===== src/rtl/mpf_vtp_lookup_responder.sv =====
// VTP lookup responder: a small fully-associative 4KB page table resolves
// line-granular requests in one stage and returns in-order responses via a FIFO.

module mpf_vtp_entry #(
  parameter int PW = 36
) (
  input  logic          clk,
  input  logic          reset_n,
  input  logic          we,
  input  logic          inval,
  input  logic [PW-1:0] wvpn,
  input  logic [PW-1:0] wppn,
  input  logic          wvalid,
  input  logic [PW-1:0] lookup_vpn,
  output logic          hit,
  output logic [PW-1:0] ppn
);
  logic [PW-1:0] vpn;
  logic          valid;

  // A fill on the same edge as inval_all wins for its own entry.
  always_ff @(posedge clk or negedge reset_n) begin
    if (!reset_n)   valid <= 1'b0;
    else if (we)    valid <= wvalid;
    else if (inval) valid <= 1'b0;
  end

  always_ff @(posedge clk) begin
    if (we) begin
      vpn <= wvpn;
      ppn <= wppn;
    end
  end

  assign hit = valid && (vpn == lookup_vpn);
endmodule

module mpf_vtp_lookup_responder #(
  parameter int N_ENTRIES       = 8,
  parameter int LINE_ADDR_WIDTH = 42,
  parameter int N_TAG_BITS      = 8,
  parameter int RSP_FIFO_DEPTH  = 4
) (
  input  logic                         clk,
  input  logic                         reset_n,
  input  logic                         req_valid,
  output logic                         req_ready,
  input  logic [LINE_ADDR_WIDTH-1:0]   req_addr,
  input  logic                         req_is_virtual,
  input  logic                         req_is_speculative,
  input  logic [N_TAG_BITS-1:0]        req_tag,
  output logic                         rsp_valid,
  input  logic                         rsp_ready,
  output logic [LINE_ADDR_WIDTH-1:0]   rsp_addr,
  output logic                         rsp_error,
  output logic [N_TAG_BITS-1:0]        rsp_tag,
  input  logic                         fill_en,
  input  logic [$clog2(N_ENTRIES)-1:0] fill_idx,
  input  logic [LINE_ADDR_WIDTH-7:0]   fill_vpn,
  input  logic [LINE_ADDR_WIDTH-7:0]   fill_ppn,
  input  logic                         fill_valid,
  input  logic                         inval_all,
  output logic                         fatal_miss,
  output logic [31:0]                  hit_cnt,
  output logic [31:0]                  miss_cnt
);
  localparam int W  = LINE_ADDR_WIDTH;
  localparam int PW = W - 6;
  localparam int IW = $clog2(N_ENTRIES);
  localparam int FW = $clog2(RSP_FIFO_DEPTH);
  localparam int CW = FW + 1;

  typedef struct packed {
    logic [W-1:0]          addr;
    logic                  error;
    logic [N_TAG_BITS-1:0] tag;
  } rsp_t;

  // Stage 1
  logic                  s1_valid, s1_virt, s1_spec;
  logic [W-1:0]          s1_addr;
  logic [N_TAG_BITS-1:0] s1_tag;

  logic [N_ENTRIES-1:0]         ent_hit;
  logic [N_ENTRIES-1:0][PW-1:0] ent_ppn;

  for (genvar i = 0; i < N_ENTRIES; i++) begin : g_ent
    mpf_vtp_entry #(.PW(PW)) u_ent (
      .clk        (clk),
      .reset_n    (reset_n),
      .we         (fill_en && (fill_idx == IW'(i))),
      .inval      (inval_all),
      .wvpn       (fill_vpn),
      .wppn       (fill_ppn),
      .wvalid     (fill_valid),
      .lookup_vpn (s1_addr[W-1:6]),
      .hit        (ent_hit[i]),
      .ppn        (ent_ppn[i])
    );
  end

  // Lowest index wins on multiple hits: scan high to low, last match sticks.
  logic          hit_any;
  logic [PW-1:0] sel_ppn;
  always_comb begin
    hit_any = 1'b0;
    sel_ppn = '0;
    for (int i = N_ENTRIES - 1; i >= 0; i--) begin
      if (ent_hit[i]) begin
        hit_any = 1'b1;
        sel_ppn = ent_ppn[i];
      end
    end
  end

  rsp_t s1_rsp;
  always_comb begin
    s1_rsp.addr  = s1_addr;
    s1_rsp.error = 1'b0;
    s1_rsp.tag   = s1_tag;
    if (s1_virt) begin
      if (hit_any) s1_rsp.addr  = {sel_ppn, s1_addr[5:0]};
      else         s1_rsp.error = 1'b1;
    end
  end

  // Response FIFO
  rsp_t          fifo_mem [RSP_FIFO_DEPTH];
  logic [FW-1:0] wr_ptr, rd_ptr;
  logic [CW-1:0] count;
  logic [CW:0]   occ;
  logic          push, pop;

  assign push      = s1_valid;
  assign rsp_valid = (count != '0);
  assign pop       = rsp_valid && rsp_ready;
  assign rsp_addr  = fifo_mem[rd_ptr].addr;
  assign rsp_error = fifo_mem[rd_ptr].error;
  assign rsp_tag   = fifo_mem[rd_ptr].tag;

  // Counts the stage-1 slot so a push always fits; pops don't free same-cycle space.
  assign occ       = {1'b0, count} + {{CW{1'b0}}, s1_valid};
  assign req_ready = occ < (CW+1)'(RSP_FIFO_DEPTH);

  always_ff @(posedge clk or negedge reset_n) begin
    if (!reset_n) begin
      s1_valid <= 1'b0;
      s1_virt  <= 1'b0;
      s1_spec  <= 1'b0;
      s1_addr  <= '0;
      s1_tag   <= '0;
    end else begin
      s1_valid <= req_valid && req_ready;
      if (req_valid && req_ready) begin
        s1_virt <= req_is_virtual;
        s1_spec <= req_is_speculative;
        s1_addr <= req_addr;
        s1_tag  <= req_tag;
      end
    end
  end

  always_ff @(posedge clk or negedge reset_n) begin
    if (!reset_n) begin
      wr_ptr <= '0;
      rd_ptr <= '0;
      count  <= '0;
    end else begin
      if (push) wr_ptr <= wr_ptr + 1'b1;
      if (pop)  rd_ptr <= rd_ptr + 1'b1;
      count <= count + CW'(push) - CW'(pop);
    end
  end

  always_ff @(posedge clk) begin
    if (push) fifo_mem[wr_ptr] <= s1_rsp;
  end

  always_ff @(posedge clk or negedge reset_n) begin
    if (!reset_n) begin
      hit_cnt    <= '0;
      miss_cnt   <= '0;
      fatal_miss <= 1'b0;
    end else if (s1_valid && s1_virt) begin
      if (hit_any) begin
        if (hit_cnt != '1) hit_cnt <= hit_cnt + 32'd1;
      end else begin
        if (miss_cnt != '1) miss_cnt <= miss_cnt + 32'd1;
        if (!s1_spec) fatal_miss <= 1'b1;
      end
    end
  end
endmodule


===== config.mk =====
export PLATFORM = sky130hd
export DESIGN_NAME = mpf_vtp_lookup_responder
export DESIGN_NICKNAME = d
export VERILOG_FILES = /design/src/rtl/mpf_vtp_lookup_responder.sv
export SDC_FILE = /design/constraint.sdc
export NUM_CORES = 1
export LEC_CHECK = 0
export BUFFER_PORTS_ARGS = -buffer_cell sky130_fd_sc_hd__buf_4
export CAP_MARGIN = 30
export CORE_ASPECT_RATIO = 0.5
export CORE_UTILIZATION = 40
export CTS_CLUSTER_DIAMETER = 80
export DETAILED_ROUTE_END_ITERATION = 12
export HOLD_SLACK_MARGIN = 0.12
export PLACE_DENSITY = 0.61
export SKIP_LAST_GASP = 1
export SYNTH_ARGS = -nofsm -noshare
export SYNTH_HDL_FRONTEND = slang
export SYNTH_SLANG_ARGS = --single-unit

===== constraint.sdc =====
create_clock -name clk -period 3.3 [get_ports clk]
set_input_delay 0.165 -clock clk [delete_from_list [all_inputs] [get_ports clk]]
set_output_delay 0.165 -clock clk [all_outputs]
set_load 0.02 [all_outputs]

# Yosys cells after proc, flatten, opt, wreduce, memory -nomap -nowiden
# Memory sizes are Yosys's and may differ from the RTL's.
# Cells that the tools add are included.
dict set report classes {
  muxes 30
  bitwise_logic 2
  n_shift 0
  n_mul 0
  eq_ne 17
  n_addsub 7
  div 0
  magnitude_cmp 1
  reduce_logical 32
}
# op n
set ops {}
lappend ops {{36-bit equality test} 8}
lappend ops {{36-bit two-way mux} 8}
lappend ops {{32-bit by 1-bit adder with 32-bit output, second input constant} 2}
lappend ops {{32-bit != test, second input constant} 2}
lappend ops {{43-bit two-way mux} 1}
lappend ops {{42-bit two-way mux} 1}
lappend ops {{1-bit two-way mux} 20}
lappend ops {{1-bit logical AND} 19}
lappend ops {{2-bit nonzero test} 8}
lappend ops {{3-bit equality test, second input constant} 4}
lappend ops {{3-bit AND reduction} 3}
lappend ops {{3-bit by 2-bit equality test with 1-bit output, second input constant} 2}
lappend ops {{2-bit by 1-bit adder with 2-bit output, second input constant} 2}
lappend ops {{3-bit by 1-bit adder with 4-bit output} 1}
lappend ops {{4-bit by 3-bit less-than comparator with 1-bit output, second input constant} 1}
lappend ops {{3-bit by 1-bit adder with 3-bit output} 1}
lappend ops {{3-bit by 1-bit equality test with 1-bit output, second input constant} 1}
lappend ops {{3-bit zero test} 1}
lappend ops {{3-bit nonzero test} 1}
lappend ops {{3-bit by 1-bit subtractor with 3-bit output} 1}
lappend ops {{1-bit inverter} 2}
dict set report totals {
  memories 1
  mem_bits_rw 204
  latchBits 0
  in_bits 134
  out_inout_bits 118
  word_cells 125
  mem_bits_ro 0
  regBits 709
}
# memory depth width read_ports rd_ports_with_merged_regs write_ports line_no
set memory_table {}
lappend memory_table {fifo_mem 4 51 1 0 1 128} ;# rsp_t fifo_mem [RSP_FIFO_DEPTH];

# Longest topological paths before layout
dict set report logic_depth {
  depth_word 12
  ltp_mapped 12
}

# Cells and area by module
# A second synthesis with hierarchy kept.
dict set report unflattened {
  hier_cells 2123
  area_unflattened_um2 36047.1
}
# module area_each_um2 seq_area_each_um2 instances cells_per_inst
set by_module_without_submodules {}
lappend by_module_without_submodules {mpf_vtp_entry 2600.0 2187.1 8 125}
lappend by_module_without_submodules {mpf_vtp_lookup_responder 15247.1 9253.9 1 1123}

# Least setup slack after synthesis
# No wires, ideal clock.
dict set report synth_timing {
  path_type {input port to flip-flop}
  start {in fill_idx[2]}
  end {reg g_ent[0].u_ent.valid}
  path_buffers 0
  setup_time_ns 0.377
  t_arrival_ns 5.787
  slack_ns -2.864
  path_stages 3
  path_cell_list {nand2b_1 -> nor3_1 -> o21ai_0}
}
dict set report synth_via {
  elab_chain_cells 3
}
# element line_no
set synth_rtl {}
lappend synth_rtl {{from (decl)} 58} ;# input logic [$clog2(N_ENTRIES)-1:0] fill_idx,
lappend synth_rtl {{3-bit zero test (*)} 91} ;# .we (fill_en && (fill_idx == IW'(i))),
lappend synth_rtl {{1-bit logical AND (*)} 91}
lappend synth_rtl {{net g_ent[0].u_ent.we} 9} ;# input logic we,
lappend synth_rtl {{1-bit two-way mux or 2-bit nonzero test (tied branches)} n/a}
lappend synth_rtl {{to (signal assigned)} 24} ;# else if (we) valid <= wvalid;
lappend synth_rtl {{to (decl)} 19} ;# logic valid;
# The timed path passes the listed nets; every way through them passes the cells marked *.
# A chain may end at the register's enable or synchronous reset.

==> qor.csv <==
stage,metric,value,unit
status,outcome,finished with violations,
status,failing checks,negative setup slack,
synth,Syn Inst Count,2452,
sta,Final Hold Fails,0,
power_and_ir_drop,Power Total,37.83,mW
setup_path,crit path DAT,4.03,ns
placed_design,post-DP HPWL,79580,um
synth,dominant synthesized flop cell,edfxtp_1,
synth,most frequent cells after synthesis,"edfxtp_1 (780), nand2_1 (360), xor2_1 (241)",
power_and_ir_drop,Pint,25.18,mW
sta,worst-margin pin slew,0.8732,ns
die,Starting Density,40.67,%
grt,antenna violations before repair,6,
setup_path,Crit. End Element,register,
setup_path,Setup CP Type,register to register,
clocking,"Clk pin slew, worst setup/hold paths",0.07,ns
placed_design,Area after DPL,43440,um^2
final_layout,fin nets,3421,
die,width of the die,433,um
final_layout,"Design Area, Final",50370,um^2
final_layout,layout cells sized above 1,33.42,%
setup_path,CP Buf/Inv Count,6,
setup_path,"slowest stage delay, CP",0.54,ns
setup_path,CP max stage cell,or4_4,
final_layout,Fillers,7270,
clocking,H-tree Lvls,3,
synth,ys async rst share,14.57,%
setup_path,"delay-heaviest family, CP",simple AND/OR/NAND/NOR gates,
clocking,Clock Path Buffers,3,
placed_design,Port Buffer Count,251,
die,core footprint,91350,um^2
synth,Synth Net Count,2596,
clocking,Num CTS Buffers,85,
power_and_ir_drop,Sw Pwr,12.65,mW
synth,Yosys top cell area share,63.05,%
synth,post-synthesis sequential area ratio,72.00,%
synth,Post-Syn Area,37150,um^2
power_and_ir_drop,power per standard cell area,751.1,nW/um^2
synth,Seq cells post-synth,913,
sta,RSZ-0062 raised after global routing,yes,
power_and_ir_drop,Max IR drop VDD,0.4461,mV
sta,final setup fails,174,
final_layout,P&R area growth vs syn,35.58,%
sta,Max-slew headroom,41.78,%
die,# rows,78,
grt,largest net degree at the start of global routing,75,
clocking,CTS tree,built,
power_and_ir_drop,Leak,18.46,nW
sta,Final Cycle Share,107.8,%
power_and_ir_drop,combinational share of power,34.4,%
synth,"Avg Cell Area, Syn",15.15,um^2
clocking,clock latency at the later pin of the worst-skew pair,0.69,ns
die,# IOs,252,
drt,drt first pass iters,5,
worst_hold_path,worst hold path class,primary input to register,
drt,WL per Instance,26.53,um
placed_design,gpl congestion,0.9899,
synth,most common cell in the netlist,edfxtp_1,
sta,Final Skew,0.03049,ns
drt,Remaining DRCs,0,
drt,Post-DRT Antenna Nets,0,
power_and_ir_drop,Seq pwr share,39.7,%
drt,Vias,25300,
setup_path,CP Launch Type,register,
drt,initial detailed-routing violation count,3004,
drt,DRT Wirelength,121700,um
synth,"EDFF count, synth",780,
grt,global route total overflow,0,
die,Die H,217.5,um
die,Die ar.,94180,um^2
synth,"top cells by area, synth","edfxtp_1 (63%), dfrtp_1 (9.0%), xor2_1 (5.7%)",
sta,min Tclk post-route,3.556,ns
sta,Max Clock Freq,281.2,MHz
power_and_ir_drop,clock power share,25.9,%
grt,first-pass GRT wire length,171000,um
setup_path,CP cell instances,buf_4 -> xor2_1 -> or4_4 -> nor4_4 -> nand4_1 -> buf_6 -> buf_4 -> nand2_4 -> buf_6 -> o31a_4 -> buf_12 -> clkbuf_16 -> nor2_1 -> a31oi_2,
grt,total track usage,25.29,%
sta,worst setup margin,-0.2565,ns
drt,Vias/cell,5.514,
power_and_ir_drop,Sw Ratio,33.45,%
sta,Final Max Slew Viols,0,
clocking,Clock Sinks,913,
clocking,clk root buf,clkbuf_16,
synth,Ys Warns,0,
grt,vias in the first global route,24517,
job,Max Cap Violations,0,
synth,most area-hungry cell type in the Yosys netlist,edfxtp_1,
synth,Synth cell types,57,
final_layout,Final Core Density,55.14,%
setup_path,worst-path maximum fanout,8,
setup_path,Critical Path RT,3.77,ns
[tightest hold or removal path, stage by stage]
cell	delay [ns]
buf_4	0.11
nand2_2	0.07
inv_2	0.22
nand2_1	0.19
nand2_1	0.05
[repair_timing]
action / 4_1_cts / 5_1_grt
endpoints found under the hold margin: 779 / 4
gates resized for setup: 160 / 162
hold buffers: 144 / 1
pin swaps: 81 / 71
buffers inserted: 47 / 46
setup endpoints to repair: 212 / 195
cloned: 7 / 8
[power by group through the flow]
stage | registers [mW] | logic (mW) | clock network, mW
after floorplan | 14.6 | 5.34 | 0
after global placement | 15.2 | 11.2 | 0
after detailed placement | 15.2 | 11.2 | 0
after CTS | 15.0 | 12.1 | 9.93
after global routing | 15.1 | 13.6 | 10.4
final | 15.0 | 13.0 | 9.81
[state kept, by name, indices dropped and copies added (netlist names)]
name	count
rd_ptr	2
s1_tag	8
s1_addr	42
g_ent.u_ent.valid	8
push	1
fifo_mem	204
wr_ptr	2
s1_virt	1
miss_cnt	32
g_ent.u_ent.ppn	288
count	3
hit_cnt	32
s1_spec	1
fatal_miss	1
g_ent.u_ent.vpn	288
[per-layer routing]
| layer | track usage (%) | up-vias | wire (um) |
|---|---|---|---|
| met1 | 36.24 | 12905 | 50780 |
| met2 | 38.54 | 1223 | 55240 |
| met5 | 0 | - | 13 |
| met3 | 4.893 | 237 | 11000 |
| met4 | 8.842 | 2 | 4681 |
| li1 | - | 10933 | - |
[path summary, 6_finish.rpt]
path | startpoint | to | slack, ns | depth (start not counted)
max | s1_addr[22] | fifo_mem[2][20] | -0.26 | 14
min | req_valid | s1_addr[35] | 0.17 | 5
max reg2reg | s1_addr[22] | fifo_mem[2][20] | -0.26 | 14
min reg2reg | fatal_miss | fatal_miss | 0.47 | 1
max in group asynchronous | reset_n | s1_addr[36] | 2.26 | 4
min in group asynchronous | reset_n | s1_addr[3] | 0.64 | 4
[placed cells by master, fill, tap and decap left out, types with 21 or more instances in the layout]
master	n
nor4_2	26
o2111ai_1	31
nand4_1	89
edfxtp_1	780
nor2_1	47
a22oi_1	34
nand3_1	59
nor4_1	52
o221ai_1	36
mux4_2	51
inv_1	21
xor2_2	24
xnor2_1	93
dlygate4sd3_1	144
dfrtp_2	23
buf_4	603
dfrtp_1	108
nand2_1	351
buf_6	39
xor2_1	207
clkbuf_16	89
buf_12	54
[per-stage QoR]
step / setup TNS (ns) / hold slack, ns / std cells / setup WS (ns)
floorplan: -121.86 / -0.1306 / 2452 / -0.7824
global placement: -100.30 / 0.1629 / 4191 / -0.8156
detailed placement: -108.10 / 0.1605 / 4192 / -0.7553
CTS: -15.86 / 0.1235 / 4540 / -0.1757
global route: -39.33 / 0.2117 / 4587 / -0.2982
finish: -28.57 / 0.1728 / 4588 / -0.2565
[logic make-up (layout without fill, tap and decap cells)]
family / Yosys count / in the layout / synth area share [%]
compound gates: 169 / 169 / 3.418
xor+xnor: 352 / 352 / 8.298
fa+ha+maj: 10 / 10 / 0.3570
buf+inv: 144 / 1037 / 1.761
flops: 913 / 913 / 72.00
mux: 52 / 52 / 3.122
other cells: 0 / 3 / 0
simple gates: 812 / 812 / 11.04
[area by class of cell]
cell class                 count  area, um^2  area share (%)
clock buffer                 109        2277           4.521
antenna                        3       7.507         0.01490
sequential                   913       26790           53.18
clock inverter                46       444.2          0.8818
inverter                      22       82.58          0.1639
tap                         1240        1551           3.080
timing repair buffer         860        7911           15.71
multi-input combinational   1395       11310           22.45
Power figures use the tool's default switching activity.
